### src/rtl/pipeline_stall_ctrl_pkg.sv
// pipeline_stall_ctrl_pkg: shared pipeline control constants and FSM encodings.
package pipeline_stall_ctrl_pkg;
  localparam int NB_COUNT_DEF = 32;
  localparam int DRAIN_CYCLES_DEF = 3;
  typedef enum logic [1:0] {RUN, DRAIN, HALTED} state_t;
endpackage

### src/rtl/event_counter.sv
// event_counter: wrapping event counter with enable and synchronous clear.
module event_counter #(
  parameter int W = 32
) (
  input  logic         clk,
  input  logic         clr,
  input  logic         en,
  output logic [W-1:0] count
);
  always_ff @(posedge clk)
    if (clr) count <= '0;
    else if (en) count <= count + 1'b1;
endmodule

### src/rtl/pipeline_stall_ctrl.sv
// pipeline_stall_ctrl: PC/IF-ID enables, flush/bubble control and halt drain FSM.
module pipeline_stall_ctrl
  import pipeline_stall_ctrl_pkg::*;
#(
  parameter int NB_COUNT = NB_COUNT_DEF,
  parameter int DRAIN_CYCLES = DRAIN_CYCLES_DEF
) (
  input  logic                i_clock,
  input  logic                i_reset,
  input  logic                i_valid,
  input  logic                i_hazard,
  input  logic                i_branch_taken,
  input  logic                i_halt_id,
  output logic                o_pc_we,
  output logic                o_ifid_we,
  output logic                o_ifid_flush,
  output logic                o_idex_bubble,
  output logic                o_halted,
  output logic [NB_COUNT-1:0] o_stall_count,
  output logic [NB_COUNT-1:0] o_flush_count
);
  localparam int DW = $clog2(DRAIN_CYCLES + 1) < 1 ? 1 : $clog2(DRAIN_CYCLES + 1);
  state_t state;
  logic [DW-1:0] drain;
  logic run_v, advance;
  // Reset masks the enables so the pipeline sees RUN with no advance.
  assign run_v = i_valid && !i_reset && state == RUN;
  assign advance = run_v && !i_hazard && !i_halt_id;
  assign o_pc_we = advance;
  assign o_ifid_we = advance;
  assign o_ifid_flush = advance && i_branch_taken;
  assign o_idex_bubble = run_v && i_hazard;
  assign o_halted = state == HALTED;
  always_ff @(posedge i_clock)
    if (i_reset) begin
      state <= RUN;
      drain <= '0;
    end else if (i_valid) begin
      if (state == RUN && !i_hazard && i_halt_id) begin
        state <= DRAIN;
        drain <= DW'(DRAIN_CYCLES);
      end else if (state == DRAIN) begin
        drain <= drain - 1'b1;
        state <= drain <= DW'(1) ? HALTED : DRAIN;
      end
    end
  event_counter #(.W(NB_COUNT)) u_stall (
    .clk(i_clock), .clr(i_reset), .en(o_idex_bubble), .count(o_stall_count)
  );
  event_counter #(.W(NB_COUNT)) u_flush (
    .clk(i_clock), .clr(i_reset), .en(o_ifid_flush), .count(o_flush_count)
  );
endmodule

### config.mk
export PLATFORM = sky130hd
export DESIGN_NAME = pipeline_stall_ctrl
export DESIGN_NICKNAME = d
export VERILOG_FILES = /design/src/rtl/pipeline_stall_ctrl_pkg.sv /design/src/rtl/event_counter.sv /design/src/rtl/pipeline_stall_ctrl.sv
export SDC_FILE = /design/constraint.sdc
export NUM_CORES = 1
export LEC_CHECK = 0
export CAP_MARGIN = 30
export CORE_UTILIZATION = 42
export CTS_CLUSTER_SIZE = 30
export DETAILED_ROUTE_END_ITERATION = 8
export GPL_TIMING_DRIVEN = 0
export PLACE_DENSITY = 0.69
export SLEW_MARGIN = 5
export SYNTH_ARGS = -nofsm -noshare
export SYNTH_HDL_FRONTEND = slang
export SYNTH_SLANG_ARGS = --single-unit
### constraint.sdc
create_clock -name i_clock -period 2.96 [get_ports i_clock]
set_clock_uncertainty 0.1 [all_clocks]
set_input_delay 0.444 -clock i_clock [delete_from_list [all_inputs] [get_ports i_clock]]
set_output_delay 0.444 -clock i_clock [all_outputs]
set_load 0.005 [all_outputs]
* After elaboration in Yosys (flattened, before gate mapping)
Index checks and enable logic that the tools add are counted.
** Storage, ports and cells
- Bits in registers :: 68
- Output and inout bits :: 69
- Logic and storage cells :: 29
** Operators by class
- Add/subtract/negate cells :: 3
- Order comparisons :: 1
- Eq/ne operators :: 2
- Multiplexer cells :: 5
- Reduce and logical (&&, ||, !) cells :: 14
** Operator list (count)
- $add A32 B1 Y32 const B :: 2
- $mux W2 :: 5
- $logic_and A1 B1 Y1 :: 8
- $logic_not A1 Y1 :: 3
- $eq A2 B1 Y1 const B :: 1
- $eq A2 B2 Y1 const B :: 1
- $le A2 B1 Y1 const B :: 1
- $logic_not A2 Y1 :: 1
- $reduce_and A2 Y1 :: 1
- $reduce_bool A2 Y1 :: 1
- $sub A2 B1 Y2 const B :: 1

* Depth between registers and ports, before layout
Gate-level depths: netlist of the first run.
- Word-level depth :: 6
- Gate-level depth with buffers :: 7
- Gate-level depth less buffers :: 6

* Modules after synthesis
From an unflattened synthesis of the first run, not the netlist that was laid out.
** Unflattened totals
- Cell total of the unflattened synthesis :: 389
- Area, all modules :: 3402.0 um^2
** Modules (own cells, without submodules)
- event_counter :: instances 2, cells each 181, area each 1564.0 um^2
- pipeline_stall_ctrl :: instances 1, cells each 27, area each 274.0 um^2

* Worst setup path after synthesis of the first run
Ideal clock, no wire load.
- Path type :: input to register
- Start :: input port i_reset
- End :: register u_stall.count[30]
- Library setup time :: 0.121 ns
- Arrival time :: 2.243 ns
- Data required time :: 2.739 ns
- Slack :: 0.495 ns
- Cell stages on the path :: 7
- Buffers on the path :: 2
- Cells stage by stage :: buf_2 -> or4b_4 -> nor4_4 -> and3_1 -> buf_4 -> nand4_2 -> mux2_4
** Between the ends
- Word-level cells in the longest chain between the ends :: 4
** Ends and longest elaborated chain
- from (decl) :: RTL line pipeline_stall_ctrl.sv:9 : input logic i_reset,
- $logic_not A1 Y1 :: RTL line pipeline_stall_ctrl.sv:27 : assign run_v = i_valid && !i_reset && state == RUN;
- $logic_and A1 B1 Y1 (2 in a row) :: RTL line pipeline_stall_ctrl.sv:27
- $logic_and A1 B1 Y1 :: RTL line pipeline_stall_ctrl.sv:32 : assign o_idex_bubble = run_v && i_hazard;
- to (signal assigned) :: RTL line event_counter.sv:12 : else if (en) count <= count + 1'b1;
- to (decl) :: RTL line event_counter.sv:8 : output logic [W-1:0] count
Parallel ways exist; a longest one is shown, timed or not.
A chain may end at the register's enable or synchronous reset.

* Worst setup path after layout of the first run
- Start :: input port i_valid
- End :: output port o_pc_we
** Between the ends
- Word-level cells in the longest chain between the ends :: 4
** Ends and longest elaborated chain
- from (decl) :: RTL line pipeline_stall_ctrl.sv:10 : input logic i_valid,
- $logic_and A1 B1 Y1 (2 in a row) :: RTL line pipeline_stall_ctrl.sv:27
- $logic_and A1 B1 Y1 (2 in a row) :: RTL line pipeline_stall_ctrl.sv:28 : assign advance = run_v && !i_hazard && !i_halt_id;
- to (decl) :: RTL line pipeline_stall_ctrl.sv:14 : output logic o_pc_we,
Every way passes these cells.

==> results.md, run 1 <==
- Worst-path clk slew: around 0.07 ns
- M1 GR Usage: 0.266
- Syn nets: 378
- Violated checks: DRC
- Sum Neg Setup Slack: 0 ns
- Final Max Tran Viols: 0
- Worst Reg-to-Reg Cells: 7
- I/O Buffers: between 70 and 80
- Clock buffer count from CTS: 9
- Top Ports: 75
- Final Critical Period: 2.85 ns
- Starting density of the core: 0.434
- Fin util: 0.586
- Endpoint class of the critical path: output pin
- Total wire length: around 7400 um
- Cell Area, Synth: 3140 um^2
- Syn Area/Cell: 8.52 um^2
- Antenna cells: 0
- Placed cell count: 542
- Setup Fix Bufs, Post-CTS: 0
- FFs w/ async S/R, synth: 0
- FP Rows: 31
- Gate Count Post-Synth: 369
- R2R setup slack: 0.38 ns
- Initial antenna violation count: 0
- Slew headroom: 0.630
- Post-DRT Antenna Nets: 0
- Clock tree buffer depth: 2
- Largest net degree at the start of global routing: 13
- Tot GR Track Use: 0.194
- Achievable frequency: about 350 MHz
- Post-place setup slack: -0.154 ns
- Yosys cell types: 36
- Post-synth EDFFs: 0
- Crit Reg-Reg Endpoint: u_stall.count[30]
- Power per cell area: between 400 and 500 nW/um^2
- Vias/cell: 5.17
- Hold_buf cts: 0
- # Max-Cap Violations: 0
- Final setup vio count: 0
- First-pass GRT wire length: about 12000 um
- Fin cells: around 560
- Die span in y: ~90 um
- Latest clock arrival within the worst-skew pair: around 0.34 ns
- Clock Root Buffer: clkbuf_8
- Busiest metal layer after global routing: met2
- WP data required: 2.42 ns
- Worst r2r src: state[0]
- DRC errors left: 2
- Dominant synthesized flop cell: dfxtp_1
- RSZ-0062 raised after global routing: false
- HP Class: flip-flop to flip-flop
- Leakage: 0.00147 uW
- Fin crit share: 0.964
- Met3 GRT Util: 0.0299
- Sequential fraction of the synthesis area: 0.433
- CTS tree: built
- RePlAce Congestion: 0.792
- Ys Warns: 0
- Iteration-0 DRC Markers: 140
- DR vias: ~2900
- Die Footprint: approximately 7800 um^2
- Remaining Overflow, GRT: 0
- Routed wire length per instance: about 13 um
- Status: finished with violations
- Worst-case vdd ir drop: 0.229 mV
- Slew @ Worst Pin: between 0.5 and 0.6 ns
- Met2 Track Usage GR: 0.300
- Clock Sinks: 68
- Min-delay src: u_stall.count[22]
- Core area: between 7000 and 8000 um^2
- Share of layout cells above drive strength 1: 0.0632
- Synthesis-stage register bit count: between 60 and 70
- Vias in the first global route: 2554
- Final hold violation count: 0
- H-tree Lvls: 3
- Hold Path Sink: u_stall.count[22]
- Final setup margin: between 0.1 and 0.15 ns
- Area grow syn2layout: 35.2%
- Hold path cells: 1
- Worst Setup Start Kind: input port
- Worst-path maximum fanout: 4
- Fin nets: 463
- CP Class: input port to output pin
- CP arrival: approximately 2.3 ns
- TritonRoute pass-1 iters: 6
- HPWL Detailed: ~5200 um
- Die W: a little under 90 um
[registers in the layout, indices dropped and copies added (netlist names)]
register       count
drain              2
u_flush.count     32
state              2
u_stall.count     32
[cells in the final DEF, fill, tap and decap left out, types with 13 or more instances in the layout]
master           count
clkdlybuf4s50_1     73
nor3_1              16
xnor2_1             31
nor2_1              67
nand3_1             14
xor2_1              21
dfxtp_1             68
nand2_1             25
nand4_1             20
and3_1              13
[repair_timing]
item	4_1_cts	5_1_grt
setup endpoints to repair	1	2
hold endpoints to repair	0	0
resized for setup	1	2
[cells in the mapped netlist (all sizes together) (9+ instances only)]
master | count | area, um^2
a21oi | 9 | 45.0
and3 | 13 | 81.3
dfxtp | 68 | 1360
clkbuf | 9 | 33.8
nor4 | 9 | 77.6
nand3 | 14 | 70.1
inv | 10 | 37.5
nor3 | 17 | 85.1
nand2 | 25 | 93.8
xnor2 | 31 | 272
xor2 | 21 | 184
nand4 | 21 | 138
nor2 | 67 | 251
[cells by family (layout without fill, tap and decap cells)]
logic type | Yosys count | in the layout | synth area share
multiplexers | 3 | 3 | 0.0111
adder cells (fa/ha/maj) | 3 | 3 | 0.0119
buffers and inverters | 27 | 117 | 0.0378
AND/OR/NAND/NOR | 195 | 195 | 0.321
flip-flops | 68 | 68 | 0.433
AO/OA/AOI/OAI | 21 | 21 | 0.0402
XOR/XNOR | 52 | 52 | 0.145
[worst max-delay path by stage]
stage          startpoint                 to  slack, ns  cells after the start
4_1_cts           i_valid            o_pc_we       0.03                      5
3_3_place_gp      i_valid       o_ifid_flush      -0.13                      5
2_1_floorplan     i_reset  u_stall.count[30]       0.50                      7
5_1_grt           i_valid       o_ifid_flush      0.008                      5
3_5_place_dp      i_valid       o_ifid_flush      -0.15                      5
6_report          i_valid            o_pc_we       0.11                      5
[through the flow]
step	hold WS, ns	area, um^2	total power [uW]
floorplan	0.354	3140	985
global placement	0.362	4000	1010
detailed placement	0.375	4000	1010
CTS	0.391	4240	1870
global route	0.397	4250	1930
finish	0.391	4250	1860
[worst max-delay path, cell delays in order]
cell             delay, ns
clkdlybuf4s50_1       0.53
or4b_4                0.53
nor3_2                0.18
buf_4                 0.14
clkdlybuf4s50_1       0.48
[power by group]
group / switching, uW / internal, uW / total [uW] / leakage [uW]
clock network: 363 / 501 / 864 / 0.000110
logic: 39.8 / 29.3 / 69.1 / 0.000808
registers: 5.35 / 920 / 925 / 0.000548
[layout make-up]
type	instances	area (um^2)
Fill cell	668	3000
Clock inverter	5	85.1
Timing Repair Buffer	74	736
Multi-Input combinational cell	274	1680
Sequential cell	68	1360
Buffer	17	81.3
Tap cell	99	124
Inverter	10	37.5
Clock buffer	11	141
[routing by layer]
layer / up-vias / routed length [um]
li1: 1438 / -
met1: 1371 / 3620
met2: 65 / 3290
met3: 12 / 314
met4: 0 / 150
met5: - / 0
No activity file was read; power rests on OpenSTA's default activity.
==> run 2, diff against run 1 <==
==> constraint.sdc (replaced) <==
create_clock -name i_clock -period 3.1 [get_ports i_clock]
set_clock_uncertainty 0.1 [all_clocks]
set_input_delay 0.465 -clock i_clock [delete_from_list [all_inputs] [get_ports i_clock]]
set_output_delay 0.465 -clock i_clock [all_outputs]
set_load 0.005 [all_outputs]
==> run 2 against run 1 <==
Effect of this change: critical path type unchanged; setup slack gained 0.012 ns; the flow still finishes with violations (DRC); hold slack is essentially flat; via count is essentially flat; largest cell class unchanged.
==> results.md, run 2 (synthesis gave the netlist of run 1 again) <==
- WP data required: 2.53 ns (+0.11 ns)
- Fin crit share: 0.961
- R2R setup slack: 0.54 ns (+0.16 ns)
- DRC errors left: 2 (unchanged)
- Achievable frequency: between 300 and 400 MHz
- Endpoint class of the critical path: output pin
- CP dominant cell by count: clkdlybuf4s50_1
- Post-DRT Antenna Nets: 0 (unchanged)
- Worst Setup Start Kind: input port
- Clock buffer count from CTS: 9 (unchanged)
- Multi-input gate area: 1670 um^2 (-0.82%)
- CP Class: input port to output pin
- Clock Root Buffer: clkbuf_8
- I/O Buffers: 73 (unchanged)
- WHS: 0.391 ns (-0.000141 ns)
- Final Critical Period: 2.98 ns
- CP arrival: 2.41 ns (+0.10 ns)
- Routed wire length per instance: 13.1 um (-0.60%)
- Slew @ Worst Pin: 0.549 ns (-0.00141 ns)
- DR vias: 2888 (+0.069%)
- FP Rows: 31 (unchanged)
- Final Cell Area: 4240 um^2 (-0.32%)
- RePlAce Congestion: 0.792 (unchanged)
- Worst Reg-to-Reg Cells: 7 (unchanged)
- HP Class: flip-flop to flip-flop
- Clock tree buffer depth: 2 (unchanged)
- First-pass GRT wire length: 11800 um (unchanged)
- Top Ports: 75 (unchanged)
- Fin nets: 463 (unchanged)
- Area grow syn2layout: 34.7%
- Final setup margin: 0.120 ns (+0.0121 ns)
- Initial antenna violation count: 0 (unchanged)
- Crit Reg-Reg Endpoint: u_stall.count[30]
- Seq. cell area: 1360 um^2 (unchanged)
- Hold Path Sink: u_stall.count[22]
- Worst-path clk slew: 0.07 ns (about the same)
- Largest delay contributor family on the critical path: buffers and inverters
- Total wire length: 7330 um (-0.60%)
- TritonRoute pass-1 iters: 6 (unchanged)
- Starting density of the core: 0.434 (unchanged)
- Share of layout cells above drive strength 1: 0.0610 (-0.00218)
- Violated checks: DRC
- Core area: 7250 um^2 (unchanged)
- Most frequent cells in the layout: clkdlybuf4s50_1 (73), dfxtp_1 (68), nor2_1 (67)
- Tot GR Track Use: 0.194 (unchanged)
- Largest net degree at the start of global routing: 13 (unchanged)
- # Max-Cap Violations: 0 (unchanged)
- Post-place setup slack: -0.0564 ns (+0.0980 ns)
- H-tree Lvls: 3 (unchanged)
- Slew headroom: 0.631 (+0.000945)
- Placed inst area: 4000 um^2 (unchanged)
- Vias/cell: 5.18 (about the same)
- Hold path cells: 1 (unchanged)
- Sum Neg Setup Slack: 0 ns (unchanged)
- CTS tree: built
- Die Footprint: 7840 um^2 (unchanged)
- HPWL Detailed: 5230 um (unchanged)
- Final Max Tran Viols: 0 (unchanged)
- Power Total: 1770 uW (-4.6%)
- Delay of the slowest cell on the worst path: 0.53 ns (about the same)
- Iteration-0 DRC Markers: 140 (unchanged)
- Worst Path Buf+Inv: 3 (unchanged)
- RSZ-0062 raised after global routing: false
- Remaining Overflow, GRT: 0 (unchanged)
- Antenna cells: 0 (unchanged)
- Worst r2r src: state[0]
- Slowest stage cell, crit path: clkdlybuf4s50_1
- Die W: 88.5 um (unchanged)
- Latest clock arrival within the worst-skew pair: 0.34 ns (about the same)
- Leakage: 0.00146 uW (-0.42%)
- Clock Sinks: 68 (unchanged)
- Vias in the first global route: 2554 (unchanged)
- CP Cell Sequence: clkdlybuf4s50_1 -> or4b_4 -> nor3_1 -> buf_4 -> clkdlybuf4s50_1
- Final setup vio count: 0 (unchanged)
- Biggest regs: u_flush.count (32), u_stall.count (32)
- Die span in y: 88.5 um (unchanged)
- Worst-case vdd ir drop: 0.218 mV (-4.7%)
- Power per cell area: 419 nW/um^2 (-4.3%)
- Fill count: 670 (+0.30%)
- Min-delay src: u_stall.count[22]
- Status: finished with violations
- Worst-path maximum fanout: 4 (unchanged)
- Final hold violation count: 0 (unchanged)
- Commonest non-fill, non-tap cell in the layout: clkdlybuf4s50_1
==> run 2: repair_timing <==
action / CTS / global route
buffers inserted: 0 / 0
resized for setup: 1 / 0
setup endpoints to repair: 1 / 0
hold buffers: 0 / 0
==> run 2: routing by layer <==
layer / part of all wire / vias up / global-route usage
met5: 0 / - / 0
met4: 0.020 / 0 / 0.0880
met3: 0.044 / 12 / 0.0299
met2: 0.44 / 74 / 0.300
met1: 0.49 / 1365 / 0.266
li1: - / 1437 / -
==> run 2: worst register-to-register path, cell delays in order (launching register included) <==
cell and delay, ns:
dfxtp_1 0.31, buf_6 0.13, or4b_4 0.56, nor4_4 0.57, and3_1 0.24, buf_4 0.14, nand4_2 0.10, mux2_4 0.30
==> run 2: cell type report <==
type	count	area share
inverter	10	0.00886
multi-input combinational	274	0.394
sequential	68	0.321
tap	99	0.0292
timing repair buffer	74	0.174
clock buffer	11	0.0334
clock inverter	5	0.0201
buffer	17	0.0192
==> run 2: where the power goes <==
part	internal, uW	switching [uW]	total [uW]
registers	878	4.90	883
clock network	478	348	826
logic	26.9	37.2	64.1
total	1380	390	1770
==> run 2: worst max-delay path by stage <==
stage / start / endpoint / cells after the start
after floorplan: i_reset / u_stall.count[30] / 7
after global placement: i_valid / o_ifid_flush / 5
after detailed placement: i_valid / o_ifid_flush / 5
after CTS: i_valid / o_pc_we / 5
after global routing: i_valid / o_ifid_flush / 5
final: i_valid / o_pc_we / 5
==> run 2: per-stage QoR <==
stage,instances,utilization
after detailed placement,542,0.552
after global placement,541,0.551
after floorplan,369,-
after global routing,558,0.584
after CTS,558,0.584
final,558,0.584
